==> config.mk <==
export PLATFORM = sky130hd
export DESIGN_NAME = ram_arbiter
export DESIGN_NICKNAME = d
export VERILOG_FILES = /design/src/rtl/ram_arbiter.sv
export SDC_FILE = /design/constraint.sdc
export NUM_CORES = 1
export LEC_CHECK = 0
export BUFFER_PORTS_ARGS = -buffer_cell sky130_fd_sc_hd__buf_2
export CAP_MARGIN = 25
export CORE_ASPECT_RATIO = 1.75
export CORE_UTILIZATION = 40
export CTS_BUF_LIST = sky130_fd_sc_hd__clkbuf_16
export DETAILED_ROUTE_END_ITERATION = 8
export PLACE_DENSITY_LB_ADDON = 0.05
export SETUP_SLACK_MARGIN = 0.05
export SLEW_MARGIN = 20
export SYNTH_ARGS = -nofsm -noshare
export SYNTH_HDL_FRONTEND = slang
export SYNTH_SLANG_ARGS = --single-unit
==> constraint.sdc <==
create_clock -name clk -period 7.3 [get_ports clk]
set_clock_uncertainty 0.15 [all_clocks]
set_input_delay 0.73 -clock clk [delete_from_list [all_inputs] [get_ports clk]]
set_output_delay 0.73 -clock clk [all_outputs]
set_load 0.005 [all_outputs]
==> src/rtl/ram_arbiter.sv <==
// ram_arbiter: shares one RAM controller link between the CPU data port and VGA scanout reads.
// Define RAM_ARB_VGA_PRIORITY_EN for fixed VGA priority; the default build uses round-robin.
module ram_arbiter #(
    parameter int unsigned ADDR_W = 32,
    parameter int unsigned DATA_W = 32,
    parameter int unsigned RD_LAT = 1
) (
    input  logic              clk,
    input  logic              rst,
    input  logic              cpu_req,
    input  logic              cpu_we,
    input  logic [ADDR_W-1:0] cpu_addr,
    input  logic [DATA_W-1:0] cpu_wdata,
    output logic [DATA_W-1:0] cpu_rdata,
    output logic              cpu_ack,
    input  logic              vga_req,
    input  logic [ADDR_W-1:0] vga_addr,
    output logic [DATA_W-1:0] vga_rdata,
    output logic              vga_ack,
    output logic              mem_en,
    output logic              mem_we,
    output logic [ADDR_W-1:0] mem_addr,
    output logic [DATA_W-1:0] mem_wdata,
    input  logic [DATA_W-1:0] mem_rdata
);
    typedef enum logic [1:0] {IDLE, ISSUE, WAIT, CAPTURE} state_t;

    state_t            state_q, state_d;
    logic              grant_vga_q, grant_vga_d;
    logic [2:0]        cnt_q, cnt_d;
    logic              any_req;
    logic              pick_vga;
`ifndef RAM_ARB_VGA_PRIORITY_EN
    logic              rr_last_vga_q, rr_last_vga_d;
`endif
    logic              mem_en_q, mem_en_d;
    logic              mem_we_q, mem_we_d;
    logic [ADDR_W-1:0] mem_addr_q, mem_addr_d;
    logic [DATA_W-1:0] mem_wdata_q, mem_wdata_d;
    logic              cpu_ack_q, cpu_ack_d;
    logic              vga_ack_q, vga_ack_d;
    logic [DATA_W-1:0] cpu_rdata_q, cpu_rdata_d;
    logic [DATA_W-1:0] vga_rdata_q, vga_rdata_d;

    assign any_req = cpu_req | vga_req;

`ifdef RAM_ARB_VGA_PRIORITY_EN
    assign pick_vga = vga_req;
`else
    // On a tie the CPU wins unless it was the last requester served.
    assign pick_vga = vga_req & (~cpu_req | ~rr_last_vga_q);
`endif

    always_ff @(posedge clk or posedge rst) begin
        if (rst) begin
            state_q       <= IDLE;
            grant_vga_q   <= 1'b0;
            cnt_q         <= '0;
`ifndef RAM_ARB_VGA_PRIORITY_EN
            rr_last_vga_q <= 1'b1;
`endif
            mem_en_q      <= 1'b0;
            mem_we_q      <= 1'b0;
            mem_addr_q    <= '0;
            mem_wdata_q   <= '0;
            cpu_ack_q     <= 1'b0;
            vga_ack_q     <= 1'b0;
            cpu_rdata_q   <= '0;
            vga_rdata_q   <= '0;
        end else begin
            state_q       <= state_d;
            grant_vga_q   <= grant_vga_d;
            cnt_q         <= cnt_d;
`ifndef RAM_ARB_VGA_PRIORITY_EN
            rr_last_vga_q <= rr_last_vga_d;
`endif
            mem_en_q      <= mem_en_d;
            mem_we_q      <= mem_we_d;
            mem_addr_q    <= mem_addr_d;
            mem_wdata_q   <= mem_wdata_d;
            cpu_ack_q     <= cpu_ack_d;
            vga_ack_q     <= vga_ack_d;
            cpu_rdata_q   <= cpu_rdata_d;
            vga_rdata_q   <= vga_rdata_d;
        end
    end

    always_comb begin
        state_d       = state_q;
        grant_vga_d   = grant_vga_q;
        cnt_d         = cnt_q;
`ifndef RAM_ARB_VGA_PRIORITY_EN
        rr_last_vga_d = rr_last_vga_q;
`endif
        case (state_q)
            IDLE: begin
                if (any_req) begin
                    grant_vga_d   = pick_vga;
`ifndef RAM_ARB_VGA_PRIORITY_EN
                    rr_last_vga_d = pick_vga;
`endif
                    state_d       = ISSUE;
                end
            end
            ISSUE: begin
                if (mem_we_q) begin
                    state_d = IDLE;
                end else if (RD_LAT <= 1) begin
                    state_d = CAPTURE;
                end else begin
                    cnt_d   = 3'(RD_LAT - 1);
                    state_d = WAIT;
                end
            end
            WAIT: begin
                cnt_d = cnt_q - 3'd1;
                if (cnt_d == '0) state_d = CAPTURE;
            end
            CAPTURE: state_d = IDLE;
            default: state_d = IDLE;
        endcase
    end

    always_comb begin
        mem_en_d    = 1'b0;
        mem_we_d    = 1'b0;
        mem_addr_d  = mem_addr_q;
        mem_wdata_d = mem_wdata_q;
        cpu_ack_d   = 1'b0;
        vga_ack_d   = 1'b0;
        cpu_rdata_d = cpu_rdata_q;
        vga_rdata_d = vga_rdata_q;
        case (state_q)
            IDLE: begin
                if (any_req) begin
                    mem_en_d = 1'b1;
                    if (pick_vga) begin
                        mem_addr_d  = vga_addr;
                    end else begin
                        mem_we_d    = cpu_we;
                        mem_addr_d  = cpu_addr;
                        mem_wdata_d = cpu_wdata;
                    end
                end
            end
            ISSUE: begin
                if (mem_we_q) begin
                    cpu_ack_d = ~grant_vga_q;
                    vga_ack_d = grant_vga_q;
                end
            end
            CAPTURE: begin
                if (grant_vga_q) begin
                    vga_ack_d   = 1'b1;
                    vga_rdata_d = mem_rdata;
                end else begin
                    cpu_ack_d   = 1'b1;
                    cpu_rdata_d = mem_rdata;
                end
            end
            default: ;
        endcase
    end

    assign mem_en    = mem_en_q;
    assign mem_we    = mem_we_q;
    assign mem_addr  = mem_addr_q;
    assign mem_wdata = mem_wdata_q;
    assign cpu_ack   = cpu_ack_q;
    assign vga_ack   = vga_ack_q;
    assign cpu_rdata = cpu_rdata_q;
    assign vga_rdata = vga_rdata_q;
endmodule

==> results.py, run 1 <==
metrics = {
    "yosys": {
        "area_fraction_in_compound_gates_after_synthesis_pct": 10.5,
        "synthesized_netlist_cell_count": 360,
        "yosys.area_share.simple_pct": 2.39,
        "yosysSeqAreaShare_pct": 63.3,
        "synthXorXnorAreaFrac_pct": 0.478,
        "yosys_reg_bits": 139,
        "yosys.area_share.adder_pct": 0.455,
        "netlist_area_before_placement_um2": 5500,
        "synth_cell_types": 24,
        "post_synth.cell_area_avg_um2": 15.3,
        "yosysWarningCount": 0,
        "synth_top_family_by_area": "multiplexers",
        "synth_mux_area_share_pct": 19.7,
        "syn_nets": 495,
    },
    "timing": {
        "fin_crit_sh_pct": 32.2,
        "final.min_clock_period_ns": 2.35,
        "timing_max_transition_violations_final": 0,
        "tightestPinTransition_ns": 0.702,
        "totalNegativeSetupSlack_ns": 0,
        "final_hold_viol_count": 0,
        "rsz0062_at_grt": "no",
        "slew_headroom_pct": 53.2,
        "final.setup.worst_slack_ns": 4.95,
        "fmaxAchievable_mhz": 425,
        "setup_viol_count_final": 0,
    },
    "global_route": {
        "groute.layer.met1.usage_pct": 21.4,
        "global_routing_usage_summed_across_all_routing_layers_pct": 19.7,
        "globalRoute.busiestLayer": "met2",
        "via_count_of_the_first_global_routing_pass": 4346,
        "grtUsageMet3_pct": 5.99,
        "antenna_found_initial": 0,
        "use_met2_pct": 35.2,
        "grt_max_degree": 80,
        "grt_first_pass_wirelength_um": 21600,
        "grt-ovfl-total": 0,
    },
    "route": {
        "drcViolationCount": 0,
        "drtPass1Iterations": 4,
        "vias_per_cell": 4.99,
        "drt_iter0_drc": 120,
        "vias": 4033,
        "ant_nets": 0,
        "finalWirelength_um": 13500,
        "drt-wirelength-per-cell_um": 16.7,
    },
    "die": {
        "die_width_um": 90.6,
        "die_y_um": 157,
        "fp-row-count": 56,
        "num_io_pins": 265,
        "floorplan.initialDensity_pct": 41.1,
        "design.core.area_um2": 13400,
        "die_outline_area_um2": 14200,
    },
    "clock_network": {
        "cts-root-buf": "clkbuf_16",
        "cts-htree-levels": 4,
        "cts_made_buffers": 17,
        "clock_path_buffers": 2,
        "cts_setup_buffers": 0,
        "cts.sinks": 139,
        "post_cts_hold_buffer_count": 0,
        "clk_transition_reported_paths_ns": 0.06,
        "clk_latency_ns": 0.41,
        "clock_tree_from_tritoncts": "built",
        "cts-resized-gates": 0,
    },
    "placement": {
        "dpl_cell_area_um2": 6920,
        "dp_worst_setup_slack_ns": 4.74,
        "place.detailed.hpwl_um": 9710,
        "number_of_buffers_inserted_by_port_buffering": 264,
        "gp_congestion": 0.752,
    },
    "job": {
        "cap_viol_max_count": 0,
    },
    "power": {
        "power_per_cell_area_nw_per_um2": 454,
        "power.ir.vdd_worst_mv": 0.178,
        "report.power.total_w": 0.00340,
        "leakage_power_nw": 3.69,
    },
    "cells_and_area": {
        "final_design_area_no_fill_um2": 7480,
        "final_layout_size_suffix_gt1_share_pct": 62.8,
        "antennaDiodeCount": 0,
        "flow.area_growth_from_synthesis_pct": 36.1,
        "final.fill_count": 1202,
        "final_util_pct": 55.9,
        "mostFrequentLayoutCell": "buf_2",
        "design.final.nets": 759,
        "most-common-layout-cells": "264 x buf_2, 138 x dfrtp_1, 96 x mux2_2, 32 x o21a_1, 32 x a221o_1",
    },
    "worst_setup_path": {
        "critical_path_buf_inv_count": 1,
        "cpMaxStageDelayCell": "buf_4",
        "reg2reg_setup_slack_ns": 4.95,
        "critical-path-max-stage-delay_ns": 0.58,
        "critPathMaxFanout": 55,
        "timing_worst_setup_path_type": "register to register",
        "required_ns": 7.44,
        "worst_path_arrival_time_ns": 2.49,
        "cpLargestDelayFamily": "simple AND/OR/NAND/NOR gates",
        "crit_path_start_kind": "register",
        "timing.critical_path.to_type": "register",
        "cp_cell_sequence": "nor2_1 -> and3_2 -> buf_4 -> mux2_2",
    },
    "status": {
        "run_status": "complete, no violations",
    },
    "worst_hold_path": {
        "type_of_the_most_critical_hold_path": "input port to async pin",
    },
}
-- worst paths after layout --
check / from / end / depth (start not counted)
worst min register to register: cnt_q[1] / cnt_q[1] / 2
worst max-delay path: state_q[0] / mem_wdata[7] / 4
min in group clk: cnt_q[1] / cnt_q[1] / 2
max in group asynchronous: rst / vga_rdata[6] / 3
worst min-delay path: rst / mem_wdata[9] / 2
worst max register to register: state_q[0] / mem_wdata[7] / 4
-- report_power, final --
group	internal, W	switching, W	leakage, nW
logic	0.000714	0.000515	1.77
registers	0.00116	0.000197	1.66
clock network	0.000495	0.000315	0.266
total	0.00237	0.00103	3.69
-- logic make-up after synthesis --
| family | Yosys count |
|---|---|
| buf+inv | 28 |
| simple gates | 25 |
| mux | 96 |
| compound gates | 67 |
| fa+ha+maj | 2 |
| flops | 139 |
| xor+xnor | 3 |
-- cell usage after synthesis --
cell type    n  area [µm²]
and3_1       2        12.5
xnor2_1      3        26.3
nand2b_1     2        12.5
dfrtp_1    138        3450
dfstp_2      1        26.3
nor3b_1      1        7.51
nand3_1      3        15.0
nand2_1      7        26.3
buf_2       13        65.1
and3b_1      1        8.76
nor2b_1      1        6.26
buf_4        1        7.51
and2_1       1        6.26
a221o_1     32         320
or2_1        1        6.26
nor2_1       4        15.0
ha_1         2        25.0
clkbuf_1     4        15.0
o21a_1      32         240
o21ai_0      3        15.0
nand3b_1     2        15.0
mux2_2      96        1080
buf_6        7        78.8
inv_1        3        11.3
-- routing by layer --
metal  up-vias  wire length [µm]
li1       1850                 -
met3        23               927
met5         -                 0
met4         0               341
met1      1988              4980
met2       172              7270
-- flip-flops by register name, summed over array words and instances (netlist names), 2 cells and up --
name,count
cpu_rdata,32
mem_addr,32
mem_wdata,32
vga_rdata,32
cnt_q,3
state_q,2
-- per-stage QoR --
step,hold WS (ns),std cells
floorplan,0.300,360
global placement,0.317,779
detailed placement,0.333,779
CTS,0.243,809
global route,0.265,809
finish,0.223,809
-- cell type report --
| class | instances | area, µm² | area share (%) |
|---|---|---|---|
| multi-input combinational | 193 | 1840 | 24.6 |
| inverter | 3 | 16.3 | 0.217 |
| sequential | 139 | 3480 | 46.5 |
| timing repair buffer | 270 | 1370 | 18.3 |
| tap | 174 | 218 | 2.91 |
| clock buffer | 17 | 425 | 5.68 |
| clock inverter | 13 | 130 | 1.74 |
Power figures use the tool's default switching activity.
==> inputs of run 2 (changes only) <==
Clock period 7.3 ns to 2.25 ns, I/O delays scaled along.
==> run 2 against run 1 <==
Against the previous run:
- sequential share of layout area decreased by 7.3 points
- critical path depth unchanged
- maximum frequency increased by 31%
- setup slack got worse by 4.5 ns
- clock power increased to 3.3 times the previous value
- global-route usage increased by 1.8 points
- critical endpoint is now mem_wdata[21]
- largest cell class unchanged
- largest power group unchanged
- highest routed layer unchanged
==> results.py, run 2 (same netlist as run 1, synthesis figures left out) <==
metrics = {
    "die": {
        "die_outline_area_um2": 14200,
        "fp-row-count": 56,
        "die_y_um": 157,
        "die_width_um": 90.6,
        "design.core.area_um2": 13400,
        "floorplan.initialDensity_pct": 41.1,
        "num_io_pins": 265,
    },
    "clock_network": {
        "clock_path_buffers": 2,
        "cts-root-buf": "clkbuf_16",
        "cts-htree-levels": 4,
        "cts_made_buffers": 17,
        "cts.sinks": 139,
        "clk_latency_ns": 0.40,
        "clk_transition_reported_paths_ns": 0.06,
        "cts-resized-gates": 0,
        "cts_setup_buffers": 0,
        "clock_tree_from_tritoncts": "built",
        "post_cts_hold_buffer_count": 132,
    },
    "timing": {
        "fin_crit_sh_pct": 80.1,
        "slew_headroom_pct": 68.9,
        "fmaxAchievable_mhz": 555,
        "final.setup.worst_slack_ns": 0.449,
        "final_hold_viol_count": 0,
        "timing_max_transition_violations_final": 0,
        "setup_viol_count_final": 0,
        "final.min_clock_period_ns": 1.80,
        "totalNegativeSetupSlack_ns": 0,
        "rsz0062_at_grt": "no",
        "tightestPinTransition_ns": 0.466,
    },
    "global_route": {
        "global_routing_usage_summed_across_all_routing_layers_pct": 21.6,
        "grt_first_pass_wirelength_um": 23800,
        "grt-ovfl-total": 0,
        "grt_max_degree": 78,
        "antenna_found_initial": 0,
        "via_count_of_the_first_global_routing_pass": 4910,
    },
    "worst_setup_path": {
        "cpMaxStageDelayCell": "dfrtp_1",
        "cp_cell_sequence": "nor2_1 -> and3_2 -> buf_4 -> mux2_2",
        "timing.critical_path.to_type": "register",
        "critical-path-max-stage-delay_ns": 0.44,
        "critical_path.reg2reg.startpoint": "state_q[0]",
        "crit_path_start_kind": "register",
        "startpoint": "state_q[0]",
        "timing_worst_setup_path_type": "register to register",
        "required_ns": 2.39,
        "worst_path_arrival_time_ns": 1.94,
        "critPathMaxFanout": 23,
    },
    "route": {
        "met2_wirelength_um": 8270,
        "route.layer.met1.wl_um": 5450,
        "vias_per_cell": 4.91,
        "vias": 4647,
        "dr.max_layer_used": "met4",
        "drt-wirelength-per-cell_um": 16.0,
        "finalWirelength_um": 15200,
        "drtPass1Iterations": 4,
        "ant_nets": 0,
        "drt_iter0_drc": 137,
        "drcViolationCount": 0,
        "wl_met3_um": 873,
    },
    "power": {
        "leakage_power_nw": 4.27,
        "power_per_cell_area_nw_per_um2": 1280,
        "power.ir.vdd_worst_mv": 0.867,
    },
    "cells_and_area": {
        "final_layout_size_suffix_gt1_share_pct": 52.2,
        "final.fill_count": 1031,
        "final_design_area_no_fill_um2": 8880,
        "flow.area_growth_from_synthesis_pct": 61.6,
        "mostFrequentLayoutCell": "buf_2",
        "design.final.nets": 894,
        "most-common-layout-cells": "264 x buf_2, 138 x dfrtp_1, 132 x dlygate4sd3_1, 96 x mux2_2",
        "antennaDiodeCount": 0,
    },
    "placement": {
        "dp_worst_setup_slack_ns": 0.447,
        "number_of_buffers_inserted_by_port_buffering": 264,
        "place.detailed.hpwl_um": 9480,
        "dpl_cell_area_um2": 6990,
        "gp_congestion": 0.761,
    },
    "worst_hold_path": {
        "type_of_the_most_critical_hold_path": "input port to register",
        "hold_path.startpoint": "cpu_req",
    },
    "status": {
        "run_status": "complete, no violations",
    },
    "job": {
        "cap_viol_max_count": 0,
    },
}
run 2: area by class of cell:
class,count,area [µm²],share of cell area [%]
timing repair buffer,405,2760,31.1
multi-input combinational,193,1840,20.7
tap,174,218,2.45
clock inverter,15,143,1.61
inverter,3,15.0,0.169
clock buffer,17,425,4.79
sequential,139,3480,39.2
run 2: power by group:
part / internal [W] / switching (W)
Clock: 0.00154 / 0.00113
Combinational: 0.00251 / 0.00177
Sequential: 0.00378 / 0.000645
run 2: per-stage QoR:
stage | utilization, % | hold slack, ns | power [W] | cells
floorplan | - | 0.192 | 0.00681 | 360
detailed placement | 52.3 | 0.232 | 0.00856 | 782
finish | 66.4 | 0.0224 | 0.0114 | 946
CTS | 66.4 | 0.0139 | 0.0115 | 946
global route | 66.4 | 0.0279 | 0.0121 | 946
global placement | 52.3 | 0.223 | 0.00841 | 782
run 2: routing by layer:
layer | track usage [%] | vias to the layer above
met5 | 0 | -
met2 | 39.0 | 208
met3 | 5.51 | 40
met1 | 22.9 | 2274
li1 | - | 2125
met4 | 11.6 | 0
run 2: path summary, 6_finish.rpt:
| check | end | slack [ns] | cells after the start |
|---|---|---|---|
| max | mem_wdata[21] | 0.45 | 4 |
| min | grant_vga_q | 0.02 | 4 |
| max reg2reg | mem_wdata[21] | 0.45 | 4 |
| min reg2reg | cnt_q[1] | 0.33 | 2 |
| max in group asynchronous | rr_last_vga_q | 1.21 | 4 |
| min in group asynchronous | vga_rdata[29] | 0.35 | 4 |
run 2: critical path: cells and delay by family (launching register included):
family	cells	cell delay [ns]
flops	1	0.44
buf+inv	1	0.29
simple gates	2	0.43
mux	1	0.37
